`config.mk`:
```
export PLATFORM = sky130hd
export DESIGN_NAME = serial_add
export DESIGN_NICKNAME = d
export VERILOG_FILES = /design/src/rtl/serial_add.sv
export SDC_FILE = /design/constraint.sdc
export NUM_CORES = 1
export LEC_CHECK = 0
export ABC_AREA = 0
export CAP_MARGIN = 15
export CORE_MARGIN = 4
export CORE_UTILIZATION = 60
export CTS_BUF_LIST = sky130_fd_sc_hd__clkbuf_8
export DETAILED_ROUTE_END_ITERATION = 7
export DONT_BUFFER_PORTS = 1
export PLACE_DENSITY = 0.76
export SLEW_MARGIN = 20
export SYNTH_ARGS = -nofsm -noshare
export SYNTH_HDL_FRONTEND = slang
export SYNTH_SLANG_ARGS = --single-unit
```
`constraint.sdc`:
```
create_clock -name clk -period 1.5 [get_ports clk]
set_input_delay 0.3 -clock clk [delete_from_list [all_inputs] [get_ports clk]]
set_output_delay 0.3 -clock clk [all_outputs]
set_load 0.05 [all_outputs]
```
`src/rtl/serial_add.sv`:
```
// rtl/serial_add.sv - bit-serial 8-bit two's-complement adder with start/busy/done handshake
module serial_add (
    input  logic       clk,
    input  logic       reset,
    input  logic       start,
    input  logic [7:0] A,
    input  logic [7:0] B,
    output logic [7:0] Y,
    output logic       Cout,
    output logic       Ovf,
    output logic       busy,
    output logic       done
);

    typedef enum logic [1:0] {
        IDLE = 2'd0,
        RUN  = 2'd1,
        DONE = 2'd2
    } state_t;

    state_t     state;
    logic [7:0] a_sr;
    logic [7:0] b_sr;
    logic [7:0] s_sr;
    logic       c;
    logic [2:0] cnt;

    // The single full-adder cell working on the current LSBs.
    logic s;
    logic c_next;

    always_comb begin
        s      = a_sr[0] ^ b_sr[0] ^ c;
        c_next = (a_sr[0] & b_sr[0]) | (a_sr[0] & c) | (b_sr[0] & c);
    end

    always_ff @(posedge clk) begin
        if (reset) begin
            state <= IDLE;
            a_sr  <= 8'h00;
            b_sr  <= 8'h00;
            s_sr  <= 8'h00;
            c     <= 1'b0;
            cnt   <= 3'd0;
            Y     <= 8'h00;
            Cout  <= 1'b0;
            Ovf   <= 1'b0;
            busy  <= 1'b0;
            done  <= 1'b0;
        end else begin
            case (state)
                IDLE, DONE: begin
                    done <= 1'b0;
                    if (start) begin
                        a_sr  <= A;
                        b_sr  <= B;
                        c     <= 1'b0;
                        cnt   <= 3'd0;
                        busy  <= 1'b1;
                        state <= RUN;
                    end else begin
                        busy  <= 1'b0;
                        state <= IDLE;
                    end
                end
                RUN: begin
                    a_sr <= {1'b0, a_sr[7:1]};
                    b_sr <= {1'b0, b_sr[7:1]};
                    s_sr <= {s, s_sr[7:1]};
                    c    <= c_next;
                    cnt  <= cnt + 3'd1;
                    // Eighth bit: c still holds the carry into bit 7 here.
                    if (cnt == 3'd7) begin
                        Y     <= {s, s_sr[7:1]};
                        Cout  <= c_next;
                        Ovf   <= c ^ c_next;
                        busy  <= 1'b0;
                        done  <= 1'b1;
                        state <= DONE;
                    end
                end
                default: begin
                    busy  <= 1'b0;
                    done  <= 1'b0;
                    state <= IDLE;
                end
            endcase
        end
    end

endmodule

```
==> results of run 1 <==
sequential cells by signal (all words and copies together), names as in the netlist:
signal and cells:
Cout 1, Ovf 1, Y 8, a_sr 8, b_sr 8, busy 1, c 1, cnt 3
done 1, s_sr 7, state 2
Yosys cell counts (all sizes together), types with 2 or more instances:
cell type  count  share of area
nand2         60           0.14
dfxtp         41           0.50
a21oi         21          0.064
nor2          20          0.046
a311oi        14          0.075
buf           10          0.041
clkbuf         6          0.014
nand3          6          0.018
a211oi         3          0.014
inv            3         0.0069
nand2b         3          0.011
ha             2          0.015
nand3b         2         0.0092
placed cells by master, fill, tap and decap left out, types with 2 or more instances in the layout:
cell	count
nand2_1	60
dfxtp_1	41
a21oi_1	21
nor2_1	20
a311oi_1	14
clkbuf_8	7
nand3_1	6
buf_4	6
inv_1	3
nand2b_1	3
a211oi_1	3
nand3b_1	2
ha_1	2
cells by family (layout without fill, tap and decap cells):
logic type               Yosys count  after routing
AO/OA/AOI/OAI                     39             39
XOR/XNOR                           1              1
adder cells (fa/ha/maj)            3              3
buffers and inverters             19             17
flip-flops                        41             41
AND/OR/NAND/NOR                   96             96
repair_timing:
action	4_1_cts	5_1_grt
buffers inserted	0	1
resized for setup	0	1
setup endpoints to repair	0	7
worst max path at each step:
| stage | endpoint | cells after the start | start | slack [ps] |
|---|---|---|---|---|
| after global routing | Y[7] | 5 | cnt[0] | 40 |
| final | Cout | 5 | cnt[0] | 110 |
| after detailed placement | Cout | 5 | cnt[0] | 30 |
| after global placement | Y[7] | 5 | cnt[0] | 110 |
| after CTS | Cout | 5 | cnt[0] | 6 |
| after floorplan | Cout | 5 | cnt[0] | 170 |
where the power goes:
part,internal (mW),switching [mW]
sequential,1.14,0.0293
clock,0.415,0.351
combinational,0.0654,0.108
total,1.62,0.489
per-stage QoR:
step	area [um2]	setup slack [ps]	hold slack, ps	utilization
floorplan	1633	174.1	432.2	-
global placement	1619	114.4	373.3	0.6362
CTS	1720	6.067	65.16	0.6760
detailed placement	1619	29.27	375.4	0.6362
finish	1729	112.5	68.06	0.6794
global route	1729	36.86	55.72	0.6794
layout make-up:
cell class	instances	area, um2
sequential	41	820.8
fill	224	815.8
multi-input combinational	139	713.2
clock buffer	7	96.34
timing repair buffer	6	45.04
tap	30	37.54
inverter	3	11.26
clock inverter	1	5.005
metal layers:
metal / wire (um) / up-vias
li1: - / 659
met1: 1377 / 590
met5: 0 / -
met4: 55 / 0
met3: 215 / 10
met2: 1403 / 30
==> results.toml, run 1 <==
[layout]
n_antenna_cell = 0
drive_gt1_frac = 0.08122
layout.nets = 218
syn_to_final_growth_pct = 5.900
instances_no_fill = 227

[detailed_routing]
wire_per_inst_um = 13.44
routed_wl_mm = 3.051
drtIter0Drc = 63
ant_nets = 0
drc = 0
vias = 1289
detail_route.first_pass.iterations = 4
viasPerCell = 5.678

[critical_path]
crit_type = "register to register"
end_kind = "register"
startpoint_type = "register"
crit_buf_inv = 0
reg2reg_depth = 5
path_delay_family = "simple AND/OR/NAND/NOR gates"
cp_data_required_time_ps = 1700
cp_data_arrival_time_ps = 1590
r2r_slack_ps = 110
slowest_stage = "dfxtp_1"
r2r_end = "Cout"
cp_cell_sequence = "ha_1, ha_1, and3b_2, nor2_1, a211oi_1"
cp_max_fo = 12
max_stage_delay_ps = 350
critPathMostFrequentCell = "ha_1"
r2r_start = "cnt[0]"

[synth]
ys_warn_count = 0
synthAdderAreaFrac = 0.02759
synth-compound-area-share = 0.1579
syn_inst = 199
muxShareOfSynthArea = 0
synth-seq-cells = 41
seq_area_frac_synth = 0.5027
synth.distinct_cells = 23
synth_nets = 221
synth_top_family_by_area = "simple AND/OR/NAND/NOR gates"
async_flop_share = 0
synthFlopType = "dfxtp_1"
yosys.area_share.simple = 0.2452
synth_xor_area_frac = 0.005364
syn_area_um2 = 1633
syn_area_per_cell_um2 = 8.205
synth_enable_flop_cells = 0

[cts]
cts-buffers-inserted = 5
cts_tree = "yes"
cts.sinks = 41
htreeDepth = 2
clock_latency_ps = 290
hold_buffers = 0
clockBufferDepth = 2
cts.clk_slew.worst_paths_ps = 70
cts-root-buf = "clkbuf_8"

[global_route]
top_usage_layer = "met2"
grt_pass1_vias = 1178
met1_usage = 0.2197
grt_pass1_wl_mm = 5.030
antenna_found_initial = 0
overflow = 0
met2_usage = 0.3040
grt_util_met3 = 0.05832
grt_usage = 0.1870
grt_max_degree = 42

[min_path]
hold_end = "Y[5]"
hold_class = "primary input to register"
whs_path_depth = 1
worstHoldStart = "reset"

[die]
die_area_um2 = 3620
die_x_um = 60.17
fp.dieH_um = 60.17
core_area_um2 = 2545
start_util = 0.6416
io_pins = 31
core.rowCount = 18

[power]
ir_drop_v = 0.001102
p_total_mw = 2.110
p_leak_nw = 0.6242
power_density_nw_per_um2 = 1220

[sta]
slew_viol_final = 0
setup_violations = 0
fin_worst_skew_ps = 4.900
rsz0062_at_grt = "no"
hold_viol = 0
max_freq_mhz = 720.7
slew_headroom = 0.6391
tightest_slew_ps = 540.6
timing.final.crit_share = 0.9250
min_period_ps = 1388
finalSetupTns_ps = 0

[placement]
gp_congestion = 0.7434
placedCellCount = 218
dp_hpwl_mm = 2.060
io_buffers = 0

[status]
status = "complete, no violations"

[job]
cap_violations = 0
(Power assumes the default switching activity.)
==> run 2, diff against run 1 <==
--- a/config.mk
+++ b/config.mk
@@ -12,7 +12,8 @@
 export CTS_BUF_LIST = sky130_fd_sc_hd__clkbuf_8
 export DETAILED_ROUTE_END_ITERATION = 7
 export DONT_BUFFER_PORTS = 1
-export PLACE_DENSITY = 0.76
+export MAX_ROUTING_LAYER = met4
+export PLACE_DENSITY = 0.81
 export SLEW_MARGIN = 20
 export SYNTH_ARGS = -nofsm -noshare
 export SYNTH_HDL_FRONTEND = slang
==> run 2 against run 1 <==
Against the previous run:
- register-to-register slack improved by 40 ps
- global-route usage grew 0.41 points
- sequential cell count stayed put
- via count fell by 2.4%
- final area decreased by 0.36%
==> results.toml, run 2 (same netlist as run 1, synthesis figures left out) <==
[detailed_routing]
viasPerCell = 5.591
wire_per_inst_um = 13.10
vias = 1258
routed_wl_mm = 2.947
drc = 0
ant_nets = 0
drtIter0Drc = 23
detail_route.first_pass.iterations = 4

[critical_path]
cp_cell_sequence = "inv_1, fa_1, xnor2_1, nand2_1, a21oi_1"
startpoint_type = "register"
max_stage_delay_ps = 470
slowest_stage = "fa_1"
end_kind = "register"
cp_max_fo = 3
cp_data_arrival_time_ps = 1570
cp_data_required_time_ps = 1720
crit_type = "register to register"

[layout]
drive_gt1_frac = 0.07179
reg_top3 = "Y (8), a_sr (8), b_sr (8)"
syn_to_final_growth_pct = 5.517
n_antenna_cell = 0
final_common_cell = "nand2_1"
final_cell_mix = "nand2_1 (60), dfxtp_1 (41), a21oi_1 (21)"
fin_area_um2 = 1723
layout.nets = 217

[die]
die_x_um = 60.17
io_pins = 31
start_util = 0.6416
die_area_um2 = 3620
core_area_um2 = 2545
fp.dieH_um = 60.17
core.rowCount = 18

[placement]
dp_hpwl_mm = 2.029
io_buffers = 0
gp_congestion = 0.7207
placed_area_um2 = 1632

[power]
p_leak_nw = 0.6158
power_density_nw_per_um2 = 1204
ir_drop_v = 0.001209
p_total_mw = 2.075

[status]
status = "complete, no violations"

[global_route]
grt_usage = 0.1910
overflow = 0
grt_pass1_vias = 1202
antenna_found_initial = 0
grt_pass1_wl_mm = 4.926
grt_max_degree = 43

[cts]
htreeDepth = 2
cts.sinks = 41
clockBufferDepth = 2
cts.clk_slew.worst_paths_ps = 80
cts-buffers-inserted = 5
hold_buffers = 0
cts-root-buf = "clkbuf_8"
cts_tree = "yes"
cts_resized = 0
cts_setup_buffers = 0
clock_latency_ps = 290

[job]
cap_violations = 0

[sta]
max_freq_mhz = 744.1
min_period_ps = 1344
hold_viol = 0
fin_worst_skew_ps = 8.426
timing.final.crit_share = 0.8959
tightest_slew_ps = 520.4
rsz0062_at_grt = "no"
finalSetupTns_ps = 0
slew_headroom = 0.6526
slew_viol_final = 0
setup_violations = 0

[min_path]
hold_class = "primary input to register"
==> run 2: metrics by stage <==
| stage | std cells | hold slack [ps] | util | setup WS, ps |
|---|---|---|---|---|
| 4_1_cts | 225 | 55.02 | 0.6765 | 80.53 |
| 3_5_place_dp | 218 | 374.3 | 0.6411 | 102.3 |
| 3_3_place_gp | 218 | 373.0 | 0.6411 | 143.7 |
| 6_report | 225 | 64.41 | 0.6770 | 156.1 |
| 2_1_floorplan | 199 | 432.2 | - | 174.1 |
| 5_1_grt | 225 | 49.99 | 0.6770 | 9.138 |
==> run 2: final cells by class <==
type / count / area (um2)
fill: 212 / 822.0
clock buffer: 6 / 82.58
clock inverter: 1 / 7.507
sequential: 41 / 820.8
timing repair buffer: 5 / 50.05
inverter: 3 / 11.26
multi-input combinational: 139 / 713.2
tap: 30 / 37.54
==> run 2: layer usage <==
layer,global-route usage,up-vias,part of all wire
li1,-,656,-
met2,0.3148,27,0.48
met3,0.06911,4,0.061
met5,-,-,0
met4,0.1013,0,0.022
met1,0.1971,571,0.44
==> run 2: worst max-delay path, delay by kind of cell, from the launching register on <==
kind                     cells  cell delay, ps
AO/OA/AOI/OAI                1             140
adder cells (fa/ha/maj)      1             470
XOR/XNOR                     1             150
flip-flops                   1             370
buffers and inverters        1              70
AND/OR/NAND/NOR              1              70
==> run 2: path summary, 6_finish.rpt <==
check        slack [ps]      end  depth (start not counted)    start
max reg2reg         160      Ovf                          5        c
max                 160      Ovf                          5        c
min                  60     Y[2]                          1    reset
min reg2reg         460  s_sr[1]                          2  s_sr[1]
==> run 2: power by group <==
group          leakage, nW  total, mW  internal, mW  switching (mW)
Combinational        0.238      0.168        0.0669           0.101
Sequential           0.335       1.18          1.14          0.0359
Clock               0.0433      0.731         0.363           0.367
